===== src/rtl/dm_arb_pkg.sv =====
// Shared widths and FSM state encoding for the data-memory arbiter.
package dm_arb_pkg;

    localparam int unsigned ADDR_W = 10;
    localparam int unsigned DATA_W = 32;
    localparam int unsigned CNT_W  = 4;

    typedef enum logic [1:0] {
        ST_IDLE  = 2'd0,
        ST_LOCK0 = 2'd1,
        ST_LOCK1 = 2'd2
    } state_t;

endpackage


===== src/rtl/dm_arb.sv =====
// Two-port (CPU/DMA) arbiter in front of a single-port data memory, with
// round-robin fairness, bounded locked bursts and registered read return.
module dm_arb
    import dm_arb_pkg::*;
#(
    parameter int unsigned MAX_BURST = 4
) (
    input  logic                clk,
    input  logic                rst_n,
    input  logic                req0,
    input  logic                req1,
    input  logic                we0,
    input  logic                we1,
    input  logic [ADDR_W+1:2]   addr0,
    input  logic [ADDR_W+1:2]   addr1,
    input  logic [DATA_W-1:0]   wdata0,
    input  logic [DATA_W-1:0]   wdata1,
    input  logic                lock0,
    input  logic                lock1,
    output logic                gnt0,
    output logic                gnt1,
    output logic                rvalid0,
    output logic                rvalid1,
    output logic [DATA_W-1:0]   rdata,
    output logic [ADDR_W+1:2]   dm_addr,
    output logic [DATA_W-1:0]   dm_din,
    output logic                dm_we,
    input  logic [DATA_W-1:0]   dm_dout
);

    state_t             state;
    state_t             state_nxt;
    logic               rr_ptr;
    logic               rr_nxt;
    logic [CNT_W-1:0]   burst_cnt;
    logic [CNT_W-1:0]   cnt_nxt;
    logic [CNT_W:0]     cnt_inc;
    logic               g0;
    logic               g1;
    logic               sel_lock;

    assign cnt_inc = (CNT_W+1)'(burst_cnt) + (CNT_W+1)'(1);

    // Grant decision, next-state and memory-side mux; grants are forced low in reset.
    always_comb begin
        g0        = 1'b0;
        g1        = 1'b0;
        sel_lock  = 1'b0;
        state_nxt = state;
        rr_nxt    = rr_ptr;
        cnt_nxt   = burst_cnt;

        case (state)
            ST_IDLE: begin
                g0 = req0 & (~req1 | ~rr_ptr);
                g1 = req1 & (~req0 |  rr_ptr);
            end
            ST_LOCK0: g0 = req0;
            ST_LOCK1: g1 = req1;
            default: ;
        endcase

        if (!rst_n) begin
            g0 = 1'b0;
            g1 = 1'b0;
        end

        if (g0 | g1) begin
            sel_lock = g1 ? lock1 : lock0;
            if (sel_lock && (cnt_inc < (CNT_W+1)'(MAX_BURST))) begin
                state_nxt = g1 ? ST_LOCK1 : ST_LOCK0;
                cnt_nxt   = cnt_inc[CNT_W-1:0];
            end else begin
                state_nxt = ST_IDLE;
                cnt_nxt   = '0;
                rr_nxt    = g0;
            end
        end else if (state != ST_IDLE) begin
            // Lock owner dropped its request: hand priority to the other port.
            state_nxt = ST_IDLE;
            cnt_nxt   = '0;
            rr_nxt    = (state == ST_LOCK0);
        end
    end

    assign gnt0    = g0;
    assign gnt1    = g1;
    assign dm_addr = g0 ? addr0  : (g1 ? addr1  : '0);
    assign dm_din  = g0 ? wdata0 : (g1 ? wdata1 : '0);
    assign dm_we   = (g0 & we0) | (g1 & we1);

    // Arbitration state and one-cycle-latency read return.
    always_ff @(posedge clk or negedge rst_n) begin
        if (!rst_n) begin
            state     <= ST_IDLE;
            rr_ptr    <= 1'b0;
            burst_cnt <= '0;
            rvalid0   <= 1'b0;
            rvalid1   <= 1'b0;
            rdata     <= '0;
        end else begin
            state     <= state_nxt;
            rr_ptr    <= rr_nxt;
            burst_cnt <= cnt_nxt;
            rvalid0   <= g0 & ~we0;
            rvalid1   <= g1 & ~we1;
            if ((g0 & ~we0) | (g1 & ~we1)) begin
                rdata <= dm_dout;
            end
        end
    end

endmodule


===== config.mk =====
export PLATFORM = sky130hd
export DESIGN_NAME = dm_arb
export DESIGN_NICKNAME = d
export VERILOG_FILES = /design/src/rtl/dm_arb_pkg.sv /design/src/rtl/dm_arb.sv
export SDC_FILE = /design/constraint.sdc
export NUM_CORES = 1
export LEC_CHECK = 0
export CAP_MARGIN = 30
export CORE_ASPECT_RATIO = 0.75
export CORE_MARGIN = 1
export CORE_UTILIZATION = 33
export CTS_CLUSTER_DIAMETER = 150
export DETAILED_ROUTE_END_ITERATION = 6
export GPL_TIMING_DRIVEN = 0
export PLACE_DENSITY = 0.88
export SYNTH_ARGS = -nofsm -noshare
export SYNTH_HDL_FRONTEND = slang
export SYNTH_SLANG_ARGS = --single-unit

===== constraint.sdc =====
create_clock -name clk -period 4.7 [get_ports clk]
set_input_delay 0.705 -clock clk [delete_from_list [all_inputs] [get_ports clk]]
set_output_delay 0.705 -clock clk [all_outputs]
set_load 0.005 [all_outputs]

# Yosys cells after proc, flatten, opt, wreduce, memory -nomap -nowiden
# Cells that the tools add are included.
[word_totals]
reg_bits = 41
in_bits = 124
output_inout_bits = 79
word_cells = 51
[classes]
n_addsub = 1
n_lt_le_gt_ge = 1
eq_ne = 3
muxes = 19
bitwise_logic = 16
n_reduce_logical = 5
[op_table]
columns = ["operator", "count"]
rows = [
  ["$mux W32", 2],
  ["$mux W10", 2],
  ["$mux W4", 3],
  ["$mux W2", 4],
  ["$and A1 B1 Y1", 6],
  ["$mux W1", 6],
  ["$add A4 B1 Y5 const B", 1],
  ["$lt A5 B3 Y1 const B", 1],
  ["$not A1 Y1", 5],
  ["$or A1 B1 Y1", 5],
  ["$pmux W1 S2", 2],
  ["$reduce_bool A2 Y1", 2],
  ["$eq A2 B1 Y1 const B", 1],
  ["$eq A2 B2 Y1 const B", 1],
  ["$logic_not A2 Y1", 1],
  ["$ne A2 B2 Y1 const B", 1],
  ["$reduce_and A2 Y1", 1],
  ["$logic_and A1 B1 Y1", 1],
]

# Longest topological paths before layout
[depth]
depth_word = 9
mapped_depth = 5
depth_no_buf = 5

# Least setup slack after synthesis
# OpenSTA, ideal clock, no wires.
[synth_path]
path_kind = "input to output"
startpoint = "in req0"
endpoint = "out dm_addr[10] (netlist name)"
arrival_time_ps = 1643
t_required_ps = 3995
path_slack_ps = 2352
path_stages = 5
path_buffers = 1
path_cell_list = "or3b_4 > nand3_2 > inv_2 > clkbuf_1 > a22o_1"
[synth_between]
elab_chain_cells = 7
elab_cells_between_ends = 10
classes_between = "6 x mux; 4 x bitwise"
[synth_lines]
columns = ["element", "line", "source"]
rows = [
  ["from (decl)", "dm_arb.sv:10", "input logic req0,"],
  ["$not A1 Y1", "dm_arb.sv:56", "g1 = req1 & (~req0 | rr_ptr);"],
  ["$or A1 B1 Y1", "dm_arb.sv:56", ""],
  ["$and A1 B1 Y1", "dm_arb.sv:56", ""],
  ["$pmux W1 S2", "dm_arb.sv:53", "case (state)"],
  ["$mux W1", "dm_arb.sv:63", "if (!rst_n) begin"],
  ["$mux W10", "dm_arb.sv:88", "assign dm_addr = g0 ? addr0 : (g1 ? addr1 : '0);"],
  ["$mux W10 *", "dm_arb.sv:88", ""],
  ["to (decl)", "dm_arb.sv:25", "output logic [ADDR_W+1:2] dm_addr,"],
]
# Every way passes the cells marked *; elsewhere a longest branch is shown, timed or not.

# Worst setup path after layout
[layout_path]
startpoint = "in req0"
endpoint = "out dm_addr[8] (netlist name)"
# The elaborated chain is that of the path after synthesis.

==> run metrics <==
area of the multi-input gates=1080 um^2; CP delay by family, top=buffers and inverters; worst clock skew=8.73 ps; Avg Synthesized Cell Area=13.8 um^2; drt initial violations=38; Core ar.=6380 um^2; setup repair after global routing missed its margin=no; Top FF cell, synth=dfrtp_1; EDFF count, synth=0; ys async rst share=1.00; status=completed; Placer Congestion=0.753; PwrDens=325 nW/um^2; worst-path maximum fanout=10; slowest cell delay on critical path=500 ps; Syn Nets=285; Layout Area Growth over Synthesis=103%; Hold Violations, Final=0; # diodes=0; largest net degree at the start of global routing=34; Critical Path Slowest Stage Cell=clkdlybuf4s50_1; Mapped Area=2200 um^2; wire per inst=17.6 um; via count=2218; Max clock buf depth=2; Site Rows=25; grt ovf=0; Hold Slack=313 ps; Final period util=0.756; CP Launch Type=input pin; # nets final=495; number of synthesized register bits=41; die span in x=96.3 um; hpwl dp=6520 um; Worst EP arrival=2850 ps; initial antenna violation count=0; vias in the first global route=2212; CP required=3990 ps; final setup vio count=0; # DRC=0; Leakage=1.91 nW; Die Ht=72.7 um; post-route cell area=4460 um^2; cell mode on critical path=clkdlybuf4s50_1; CTS buffer count=5; worst slew pin tran=466 ps; dpl cell area=4340 um^2; htree depth=2; via/cell ratio=4.91; Detailed Routing Iterations Pass 1=4; Initial Utilization=0.345; WS Path Type=input pin to output port; fmax=281 MHz; GRT Util Overall=0.214; minimum clock period=3550 ps; Synth Warn #=0; Peak VDD IR=131 uV; Final Max Slew Viols=0; CTS tree=yes; Buf/Inv on CP=4; postcts setup bufs=0; Post-DRT Antenna Nets=0; Yosys cell types=30; Worst-Skew Late Latency=290 ps; final wirelength=7970 um; share of cells above drive strength 1=0.146; Tot Pwr=1.45 mW; Layout Utilization=0.699; CTS Sinks=41; Hold Path Class=input pin to asynchronous set/reset pin; Die ar.=7010 um^2; CP cell instances=clkdlybuf4s50_1 > nor2b_1 > nand3_2 > clkinv_1 > buf_1 > a22o_1 > clkdlybuf4s50_1; pre-CTS setup slack=1160 ps; Synth Instances=160; Relative slew margins=0.687; sequential share of the synthesized area=0.466; post-CTS sizing=0; Worst setup EP type=output port; Clock transition at path regs=80 ps; I/O Buffers=202; number of hold buffers added after cts=0; Max Cap Violations=0; first-pass GRT wire length=11200 um; CTS root buf=clkbuf_8; final worst slack=1150 ps; Ports=203; fill cell count=484; register area=1030 um^2
[cells in the final DEF (no fill, tap or decap), types with 2 or more instances in the layout]
master           synthesis  layout
nand3_2                  2       2
nor3_1                   2       2
buf_12                   3       4
clkdlybuf4s50_1          0     201
clkbuf_1                 4       4
nor2_1                   4       4
and2_1                   4       4
a22o_1                  44      44
buf_2                    2       3
mux2_2                   3       3
buf_1                    2       2
dfrtp_1                 41      41
mux2_4                  30      30
clkbuf_8                 0       6
nand4_1                  2       2
[layout make-up]
class | count | share of cell area
Clock inverter | 2 | 0.00842
Buffer | 11 | 0.0208
Tap cell | 81 | 0.0227
Clock buffer | 6 | 0.0185
Inverter | 2 | 0.00168
Sequential cell | 41 | 0.230
Timing Repair Buffer | 203 | 0.457
Multi-Input combinational cell | 106 | 0.241
[per-stage QoR]
step           setup TNS (ps)  instances
2_1_floorplan               0        160
3_3_place_gp           -12930        443
3_5_place_dp                0        444
4_1_cts                     0        452
5_1_grt                     0        452
6_report                    0        452
[cells by family after synthesis]
logic type | after synthesis | share of synthesized area
AOI/OAI and AO/OA | 50 | 0.201
muxes | 33 | 0.220
buffers and inverters | 13 | 0.0455
adders and majority gates | 1 | 0.00568
DFF | 41 | 0.466
and+or+nand+nor | 22 | 0.0625
[state kept, by name (all words and copies together), names as in the netlist]
signal     cells
rr_ptr         1
rvalid0        1
burst_cnt      4
state          2
rdata         32
rvalid1        1
[final timing paths]
path	from	endpoint	slack [ps]	cells past startpoint
worst min-delay path	rst_n	rdata[20]	310	1
worst min register to register	rdata[17]	rdata[17]	520	1
min in group clk	rdata[17]	rdata[17]	520	1
max in group asynchronous	rst_n	rr_ptr	3900	2
worst max register to register	state[1]	rdata[18]	2910	5
worst max-delay path	req0	dm_addr[8]	1150	7
[power breakdown]
part / internal [mW] / leakage (nW) / switching [mW]
Clock: 0.173 / 0.0574 / 0.121
Sequential: 0.448 / 0.497 / 0.0568
Combinational: 0.469 / 1.36 / 0.183
[synthesized netlist by cell type (2+ instances only)]
cell type,number,area (um^2)
buf_12,3,60.1
and2_1,4,25.0
nor2_1,4,15.0
mux2_2,3,33.8
buf_1,2,7.51
nand3_2,2,20.0
nor3_1,2,10.0
nand4_1,2,12.5
dfrtp_1,41,1030
mux2_4,30,450
a22o_1,44,385
clkbuf_1,4,15.0
buf_2,2,10.0
[worst register-to-register path, cell delays in order, from the launching register on]
cell	delay [ps]
dfrtp_1	420
or3b_4	420
nand3_2	130
o22a_4	230
buf_12	160
mux2_4	310
[routing by layer]
layer	part of all wire	track usage
met1	0.41	0.263
met2	0.53	0.394
met3	0.053	0.0333
met4	0.0099	0.0474
met5	0	0
Power figures use the tool's default switching activity.
